===== src/rtl/rr_arbitrated_fifo_bank.sv =====
// Bank of NUM_FIFOS circular FIFOs with a shared push port, drained by a round-robin arbiter into one registered ready/valid output.
// Optional feature macro: PUSH_REDIRECT_EN (redirect a push aimed at a full FIFO to the next FIFO with space).
module rr_arbitrated_fifo_bank #(
  parameter int unsigned NUM_FIFOS = 4,
  parameter int unsigned WIDTH     = 8,
  parameter int unsigned DEPTH     = 4,
  parameter int unsigned TAGWIDTH  = $clog2(NUM_FIFOS),
  parameter int unsigned CNTWIDTH  = $clog2(DEPTH + 1)
) (
  input  logic                          clk,
  input  logic                          rst_n,
  input  logic                          push,
  input  logic [TAGWIDTH-1:0]           push_sel,
  input  logic [WIDTH-1:0]              push_data,
  output logic                          push_ack,
  output logic [TAGWIDTH-1:0]           push_tag,
  input  logic [NUM_FIFOS-1:0]          reqs,
  input  logic                          out_rdy,
  output logic                          out_vld,
  output logic [WIDTH-1:0]              out_data,
  output logic [TAGWIDTH-1:0]           out_tag,
  output logic [NUM_FIFOS-1:0]          gnt,
  output logic [NUM_FIFOS-1:0]          full,
  output logic [NUM_FIFOS-1:0]          empty,
  output logic [NUM_FIFOS*CNTWIDTH-1:0] count
);

  localparam int unsigned PTRW = $clog2(DEPTH);

  logic [WIDTH-1:0]    mem    [NUM_FIFOS][DEPTH];
  logic [PTRW-1:0]     wr_ptr [NUM_FIFOS];
  logic [PTRW-1:0]     rd_ptr [NUM_FIFOS];
  logic [CNTWIDTH-1:0] cnt    [NUM_FIFOS];
  logic [TAGWIDTH-1:0] rr_ptr;

  logic [NUM_FIFOS-1:0] wr_sel;
  logic [NUM_FIFOS-1:0] eligible;
  logic [TAGWIDTH-1:0]  gnt_idx;
  logic [WIDTH-1:0]     head_data;
  logic                 grant_any;
  logic                 sel_ok;
  logic                 sel_full;

  // Per-FIFO status flags and flattened occupancy
  always_comb begin
    full  = '0;
    empty = '0;
    count = '0;
    for (int unsigned k = 0; k < NUM_FIFOS; k++) begin
      full[k]  = (cnt[k] == CNTWIDTH'(DEPTH));
      empty[k] = (cnt[k] == '0);
      count[k*CNTWIDTH +: CNTWIDTH] = cnt[k];
    end
  end

  // Push target selection; full is taken from pre-edge occupancy
  always_comb begin
    push_ack = 1'b0;
    push_tag = push_sel;
    wr_sel   = '0;
    sel_ok   = 1'b0;
    sel_full = 1'b0;
    for (int unsigned k = 0; k < NUM_FIFOS; k++) begin
      if (push_sel == TAGWIDTH'(k)) begin
        sel_ok   = 1'b1;
        sel_full = full[k];
      end
    end
    if (push && sel_ok) begin
      if (!sel_full) begin
        push_ack = 1'b1;
        for (int unsigned k = 0; k < NUM_FIFOS; k++) begin
          if (push_sel == TAGWIDTH'(k)) wr_sel[k] = 1'b1;
        end
      end
`ifdef PUSH_REDIRECT_EN
      else begin
        for (int unsigned j = 1; j < NUM_FIFOS; j++) begin
          for (int unsigned k = 0; k < NUM_FIFOS; k++) begin
            if (!push_ack && !full[k] && ((32'(push_sel) + j) % NUM_FIFOS) == k) begin
              push_ack  = 1'b1;
              push_tag  = TAGWIDTH'(k);
              wr_sel[k] = 1'b1;
            end
          end
        end
      end
`endif
    end
  end

  // Round-robin grant starting at rr_ptr, only when the output register can take a word
  always_comb begin
    eligible  = reqs & ~empty;
    gnt       = '0;
    gnt_idx   = '0;
    grant_any = 1'b0;
    head_data = '0;
    if (!out_vld || out_rdy) begin
      for (int unsigned j = 0; j < NUM_FIFOS; j++) begin
        for (int unsigned k = 0; k < NUM_FIFOS; k++) begin
          if (!grant_any && eligible[k] && ((32'(rr_ptr) + j) % NUM_FIFOS) == k) begin
            grant_any = 1'b1;
            gnt[k]    = 1'b1;
            gnt_idx   = TAGWIDTH'(k);
          end
        end
      end
    end
    for (int unsigned k = 0; k < NUM_FIFOS; k++) begin
      if (gnt[k]) head_data = mem[k][rd_ptr[k]];
    end
  end

  // Pointers, occupancy, arbiter pointer and output register
  always_ff @(posedge clk or negedge rst_n) begin
    if (!rst_n) begin
      for (int unsigned k = 0; k < NUM_FIFOS; k++) begin
        wr_ptr[k] <= '0;
        rd_ptr[k] <= '0;
        cnt[k]    <= '0;
      end
      rr_ptr   <= '0;
      out_vld  <= 1'b0;
      out_data <= '0;
      out_tag  <= '0;
    end else begin
      for (int unsigned k = 0; k < NUM_FIFOS; k++) begin
        if (wr_sel[k]) wr_ptr[k] <= (wr_ptr[k] == PTRW'(DEPTH - 1)) ? '0 : wr_ptr[k] + 1'b1;
        if (gnt[k])    rd_ptr[k] <= (rd_ptr[k] == PTRW'(DEPTH - 1)) ? '0 : rd_ptr[k] + 1'b1;
        if (wr_sel[k] && !gnt[k])      cnt[k] <= cnt[k] + 1'b1;
        else if (!wr_sel[k] && gnt[k]) cnt[k] <= cnt[k] - 1'b1;
      end
      if (grant_any) begin
        out_vld  <= 1'b1;
        out_data <= head_data;
        out_tag  <= gnt_idx;
        rr_ptr   <= (gnt_idx == TAGWIDTH'(NUM_FIFOS - 1)) ? '0 : gnt_idx + 1'b1;
      end else if (out_rdy) begin
        out_vld <= 1'b0;
      end
    end
  end

  // Storage needs no reset; occupancy gates every read
  always_ff @(posedge clk) begin
    for (int unsigned k = 0; k < NUM_FIFOS; k++) begin
      if (wr_sel[k]) mem[k][wr_ptr[k]] <= push_data;
    end
  end

endmodule


===== config.mk =====
export PLATFORM = sky130hd
export DESIGN_NAME = rr_arbitrated_fifo_bank
export DESIGN_NICKNAME = d
export VERILOG_FILES = /design/src/rtl/rr_arbitrated_fifo_bank.sv
export SDC_FILE = /design/constraint.sdc
export NUM_CORES = 1
export LEC_CHECK = 0
export ABC_AREA = 1
export CAP_MARGIN = 10
export CORE_AREA = 2 2 163 165
export CTS_CLUSTER_DIAMETER = 100
export CTS_CLUSTER_SIZE = 28
export DETAILED_ROUTE_END_ITERATION = 8
export DIE_AREA = 0 0 165 167
export PLACE_DENSITY = 0.55
export SETUP_SLACK_MARGIN = 0.1
export SYNTH_ARGS = -nofsm -noshare
export SYNTH_HDL_FRONTEND = slang
export SYNTH_SLANG_ARGS = --single-unit

===== constraint.sdc =====
create_clock -name clk -period 5.89 [get_ports clk]
set_clock_uncertainty 0.2 [all_clocks]
set_input_delay 1.178 -clock clk [delete_from_list [all_inputs] [get_ports clk]]
set_output_delay 1.178 -clock clk [all_outputs]
set_load 0.01 [all_outputs]

==> results of run 1 <==
worst paths after layout:
check                             end  slack [ps]        from
setup reg to reg             count[4]        2340    count[0]
hold reg to reg            out_tag[0]         290  out_tag[0]
min in group asynchronous   wr_ptr[7]         660       rst_n
max in group asynchronous    count[4]        4400       rst_n
hold / removal             out_tag[0]         290  out_tag[0]
setup / recovery               gnt[2]         630     reqs[3]
cells in the mapped netlist (2+ instances only):
library cell,number,area [sq um]
nor3_1,7,35.03
mux2_2,3,33.78
o22ai_1,24,150.1
ha_1,24,300.3
nor2_2,5,31.28
dfrtp_1,41,1026
nand3_2,2,20.02
buf_4,2,15.01
a21oi_1,15,75.07
nor2_1,99,371.6
fa_1,4,80.08
nor2_4,2,22.52
xnor2_1,4,35.03
clkbuf_1,16,60.06
xor2_1,4,35.03
nand2_4,2,22.52
nand4_1,7,43.79
edfxtp_1,128,3844
nand2_2,4,25.02
nand3_1,39,195.2
a32o_1,8,80.08
inv_2,4,15.01
nand2_1,94,352.8
inv_1,69,259.0
buf_6,2,22.52
buf_2,2,10.01
o21ai_0,68,340.3
per-layer routing:
layer	global-route usage [%]	routed length, um	part of all wire (%)	vias to the layer above
met5	0	0	0	-
met4	4.423	330	1.9	0
met3	2.839	721	4.1	23
met2	21.50	8183	46	106
met1	17.91	8432	48	2457
li1	-	-	-	2496
placed cells by master, fill, tap and decap left out, types with 2 or more instances in the layout:
cell,n
nand4_1,7
mux2_2,3
nand2_1,94
ha_1,24
nor2_2,5
clkbuf_16,17
inv_1,69
bufinv_16,3
clkinvlp_4,2
nor3_1,7
buf_4,3
a32o_1,8
clkinv_1,3
nor2_4,2
nand3_1,39
nand3_2,2
o21ai_0,68
xnor2_1,4
a21oi_1,15
nand2_4,2
edfxtp_1,128
xor2_1,4
clkbuf_1,4
clkdlybuf4s50_1,54
nand2_2,4
nor2_1,99
dfrtp_1,41
fa_1,4
inv_2,4
o22ai_1,24
clkinv_2,3
per-stage QoR:
stage | hold slack, ps | cell area [sq um]
2_1_floorplan | 312.7 | 7636
3_3_place_gp | 271.7 | 8512
3_5_place_dp | 277.4 | 8512
4_1_cts | 294.4 | 9094
5_1_grt | 302.4 | 9094
6_report | 286.0 | 9094
cells by family (layout without fill, tap and decap cells):
logic type / after synthesis / count (layout) / share of synthesized area [%]
xor gates and xnor gates: 8 / 8 / 0.9175
DFF: 169 / 169 / 63.77
muxes: 3 / 3 / 0.4424
AOI/OAI and AO/OA: 121 / 121 / 9.307
adders and majority gates: 28 / 28 / 4.981
buffers and inverters: 97 / 164 / 5.096
and+or+nand+nor: 266 / 266 / 15.48
tightest hold or removal path, delay by kind of cell, from the launching register on:
kind	cells	cell delay, ps
and+or+nand+nor	2	100
DFF	1	350
state kept, by name, indices dropped and copies added, names as in the netlist:
signal	cells
out_vld	1
wr_ptr	8
rr_ptr	2
mem	128
out_data	8
out_tag	2
rd_ptr	8
count	12
power by group:
| group | leakage, nW | switching [mW] | internal [mW] |
|---|---|---|---|
| clock | 0.279 | 0.430 | 0.673 |
| sequential | 1.65 | 0.264 | 1.48 |
| combinational | 1.58 | 0.987 | 0.682 |
cell type report:
cell class	instances	area [sq um]	share of cell area [%]
sequential	169	4870	53.55
multi-input combinational	426	2377	26.14
timing repair buffer	58	568.0	6.247
clock buffer	22	454.2	4.995
tap	335	419.2	4.609
inverter	74	277.8	3.054
clock inverter	10	127.6	1.403
==> flow_summary_export.csv, run 1 <==
group,metric,value,unit
worst_setup_path,critPathMaxStageDelay,570,ps
worst_setup_path,crit_cells,13,
finish,drive_above_1_share,7.642,%
logic_synthesis,async_flop_share,24.26,%
finish,nFillCells,2540,
floorplanning,dieArea,27560,sq um
power,power_density,496.9,nW/um^2
global_route,grt_pass1_wl,27570,um
sta,finalWorstSetupSlack,629.4,ps
logic_synthesis,synth.avg_cell_area,11.03,sq um
logic_synthesis,synth_edf_count,128,
global_route,grt_max_degree,42,
worst_setup_path,path_buf_inv,3,
detailed_routing,route.vias.total,5082,
finish,fin_nets,792,
clock_tree,cts_buffer_depth,2,
sta,maxSlewViolCount,0,
finish,stdcell_count,1094,
worst_setup_path,cp_max_fo,11,
clock_tree,cts_made_buffers,17,
flow_run,drv_cap,0,
worst_setup_path,crit_path_end_kind,"output port",
worst_setup_path,critPathRequiredTime,4510,ps
placement,pre_cts_slack,638.1,ps
detailed_routing,routed_via_density,4.645,
sta,worst_slew_pin_slew,881.2,ps
min_path,whs_path_depth,2,
clock_tree,h-tree-depth,4,
worst_setup_path,cp.arrival,3880,ps
detailed_routing,ant_nets,0,
finish,area_growth,19.09,%
logic_synthesis,synth_warnings,0,
clock_tree,clkTransAtPathRegs,60,ps
finish,fin_util,35.30,%
floorplanning,fp.dieH,167,um
clock_tree,cts_tree,"done",
floorplanning,die_w,165,um
global_route,grt_usage,13.36,%
logic_synthesis,ys.flop_type,"edfxtp_1",
placement,hpwlAfterDp,11920,um
worst_setup_path,start_kind,"input pin",
clock_tree,holdBufCountCts,0,
global_route,gr-total-overflow,0,
logic_synthesis,synth.distinct_cells,40,
worst_setup_path,slowest_stage,"clkdlybuf4s50_1",
min_path,hp-class,"flip-flop to flip-flop",
logic_synthesis,ys_seq_elements,169,
global_route,antenna_found_initial,0,
logic_synthesis,synth_area,7636,sq um
detailed_routing,drcViolationCount,0,
clock_tree,cts_resized,0,
detailed_routing,wl_per_cell,16.15,um
worst_setup_path,path_delay_family,"buffers and inverters",
sta,slew_headroom,41.04,%
detailed_routing,drt_iter0_markers,387,
floorplanning,ios,56,
clock_tree,clock_latency,430,ps
power,power.leakage,3.503,nW
placement,port_buffers,55,
sta,period_share,89.31,%
outcome,status,"completed",
sta,hold_violations,0,
sta,clock.fmax,190.1,MHz
worst_setup_path,path_class,"input pin to output port",
logic_synthesis,netlist_instances,692,
worst_setup_path,reg2regPathDepth,16,
power,fin_total_pwr,4.519,mW
floorplanning,core.rowCount,59,
detailed_routing,drtPass1Iterations,5,
power,max-vdd-ir-drop,214.4,uV
global_route,grt_pass1_vias,4951,
floorplanning,fp.coreArea,25760,sq um
clock_tree,clock-root-buffer,"clkbuf_16",
placement,place.gp.congestion,0.8441,
sta,setup_violations,0,
clock_tree,post_cts_buffers,0,
finish,antenna_cells,0,
detailed_routing,finalWirelength,17670,um
clock_tree,cts.sinks,169,
sta,fin_tns_setup,0,ps
logic_synthesis,synth-seq-area-share,63.77,%
worst_setup_path,worstPathCellList,"clkdlybuf4s50_1 -> a21boi_4 -> nor2_2 -> nand2_2 -> nand3_4 -> nor2_8 -> nand4_1 -> nor2_1 -> nand4_1 -> nand2_1 -> nand2_1 -> inv_1 -> clkdlybuf4s50_1",
sta,period_minus_slack,5261,ps
sta,rsz0062_at_grt,"no",
logic_synthesis,syn-num-nets,738,
placement,placed_cells,1062,
floorplanning,initial_core_util,29.64,%
Note: power is estimated with default switching activity, not from simulation.
==> run 2, diff against run 1 <==
Settings changed: CAP_MARGIN 10 to default, SLEW_MARGIN from default to 20.
==> results of run 2 <==
The final DEF is identical to that of run 1; final timing and power are the same.
==> run 3, diff against run 2 <==
Settings changed: CORE_AREA 2 2 163 165 to 2 2 124 126, DIE_AREA 0 0 165 167 to 0 0 126 128, PLACE_DENSITY 0.55 to 0.81.
==> run 3 against run 2 <==
- global-route usage up 8.5 points
- worst hold slack improved by 26 ps
- count of clock-buffer cells in the layout decreased by 2
- largest power group unchanged
- combinational power barely moved
- critical endpoint is now gnt[3]
- power increased by 3.0%
- flip-flop and latch count is the same
- non-clock buffer count unchanged
- wire length decreased by 5.6%
- via count rose by 2.0%
- sequential power hardly changed
- design area is 1.2% lower
==> flow_summary_export.csv, run 3 (synthesis gave the netlist of run 1 again) <==
group,metric,value,unit
worst_setup_path,path_common_cell,"nor2_2",
clock_tree,holdBufCountCts,0,
sta,slew_headroom,43.25,%
worst_setup_path,cp.arrival,3840,ps
clock_tree,cts_tree,"done",
finish,final_area,8989,sq um
worst_setup_path,rrSetupSlack,2300,ps
sta,setup_violations,0,
sta,period_share,88.65,%
detailed_routing,drtPass1Iterations,5,
finish,fin_nets,792,
detailed_routing,finalWirelength,16670,um
clock_tree,cts.sinks,169,
global_route,gr-total-overflow,0,
worst_setup_path,cp_max_fo,9,
detailed_routing,ant_nets,0,
flow_run,drv_cap,0,
worst_setup_path,path_class,"input pin to output port",
min_path,hold_start,"out_data[0]",
detailed_routing,drcViolationCount,0,
placement,port_buffers,55,
worst_setup_path,crit_path_end_kind,"output port",
outcome,status,"completed",
clock_tree,cts_resized,0,
global_route,grt_pass1_wl,26530,um
finish,largest_reg_flops,128,
detailed_routing,wl_per_cell,17.61,um
sta,maxSlewViolCount,0,
sta,rsz0062_at_grt,"no",
global_route,grt_usage,21.84,%
sta,period_minus_slack,5221,ps
finish,nFillCells,1156,
clock_tree,clock_latency,440,ps
detailed_routing,drt_iter0_markers,503,
clock_tree,h-tree-depth,4,
power,power_density,517.8,nW/um^2
floorplanning,die_w,126,um
finish,mostFrequentLayoutCell,"edfxtp_1",
placement,hpwlAfterDp,10890,um
clock_tree,clock-root-buffer,"clkbuf_16",
placement,placed_cells,915,
detailed_routing,routed_via_density,5.473,
clock_tree,cts_made_buffers,17,
clock_tree,cts_buffer_depth,2,
min_path,hp-class,"flip-flop to flip-flop",
power,max-vdd-ir-drop,292.3,uV
placement,place.gp.congestion,0.9239,
sta,worst_slew_pin_slew,848.1,ps
placement,placedInstanceArea,8328,sq um
floorplanning,core.rowCount,45,
worst_setup_path,setup.worst_path.start,"reqs[3]",
worst_setup_path,worstPathCellList,"clkdlybuf4s50_1 -> a21boi_4 -> nor2_2 -> nand2_2 -> nand3_4 -> nor2_8 -> nand2_2 -> nor2_2 -> nand3_1 -> nor2_2 -> nand4_2 -> nand2_4 -> nand2_4 -> inv_2 -> clkdlybuf4s50_1",
finish,drive_above_1_share,7.905,%
detailed_routing,route.vias.total,5183,
worst_setup_path,critPathMaxStageDelay,520,ps
clock_tree,post_cts_buffers,0,
power,power.leakage,3.537,nW
floorplanning,fp.coreArea,14860,sq um
global_route,grt_max_degree,42,
finish,antenna_cells,0,
floorplanning,dieArea,16130,sq um
worst_setup_path,critPathRequiredTime,4510,ps
sta,clock.fmax,191.5,MHz
worst_setup_path,start_kind,"input pin",
floorplanning,initial_core_util,51.37,%
finish,area_growth,17.71,%
worst_setup_path,slowest_stage,"clkdlybuf4s50_1",
global_route,grt_pass1_vias,4981,
finish,stdcell_count,947,
floorplanning,ios,56,
sta,fin_tns_setup,0,ps
global_route,antenna_found_initial,0,
finish,most-common-layout-cells,"128 x edfxtp_1, 99 x nor2_1, 94 x nand2_1, 69 x inv_1, 68 x o21ai_0",
floorplanning,fp.dieH,128,um
worst_setup_path,r2r-start,"count[10]",
finish,fin_util,60.47,%
clock_tree,clkTransAtPathRegs,60,ps
sta,hold_violations,0,
[run 3: changes by cell type in the layout (fill, tap and decap cells not counted)]
cell	change
bufinv_16	+3
clkinv_2	-2
buf_2	-1
buf_4	+1
clkbuf_1	-1
clkbuf_8	-1
clkinv_1	-1
clkinv_4	+1
inv_6	+1
[run 3: path summary, 6_finish.rpt]
check,to,cells after the start
min,out_data[0],2
max,gnt[3],15
max reg2reg,count[10],18
min reg2reg,out_data[0],2
min in group asynchronous,out_data[6],1
max in group asynchronous,wr_ptr[7],1
[run 3: area by class of cell]
class,count,area [sq um],area share [%]
flip-flops and latches,169,4870,54.18
multi-input cells,426,2377,26.45
repair buffers,58,570.5,6.347
clock buffers,20,436.7,4.858
inverters,74,277.8,3.090
well taps,188,235.2,2.617
clock inverters,12,221.5,2.464
[run 3: stage by stage]
stage	power, mW	hold WS (ps)	setup slack (ps)
floorplan	2.817	312.7	1947
global placement	3.351	287.9	756.3
detailed placement	3.403	297.5	692.8
CTS	4.657	312.4	694.4
global route	4.967	329.6	463.8
finish	4.654	311.9	668.6
[run 3: per-layer routing]
layer / GRT usage (%) / wire length (um) / vias to the layer above
met1: 28.66 / 6981 / 2477
met4: 8.403 / 378 / 0
li1: - / - / 2483
met5: 0 / 0 / -
met3: 5.092 / 1154 / 24
met2: 35.71 / 8157 / 199
[run 3: worst max-delay path: cells and delay by family]
family | cells | cell delay (ps)
compound gates | 1 | 320
buf+inv | 3 | 1080
simple gates | 11 | 1250
[run 3: power by group]
part	switching (mW)	internal, mW	total, mW	leakage [nW]
Sequential	0.248	1.48	1.73	1.65
Combinational	0.990	0.688	1.68	1.58
Clock	0.451	0.794	1.24	0.312
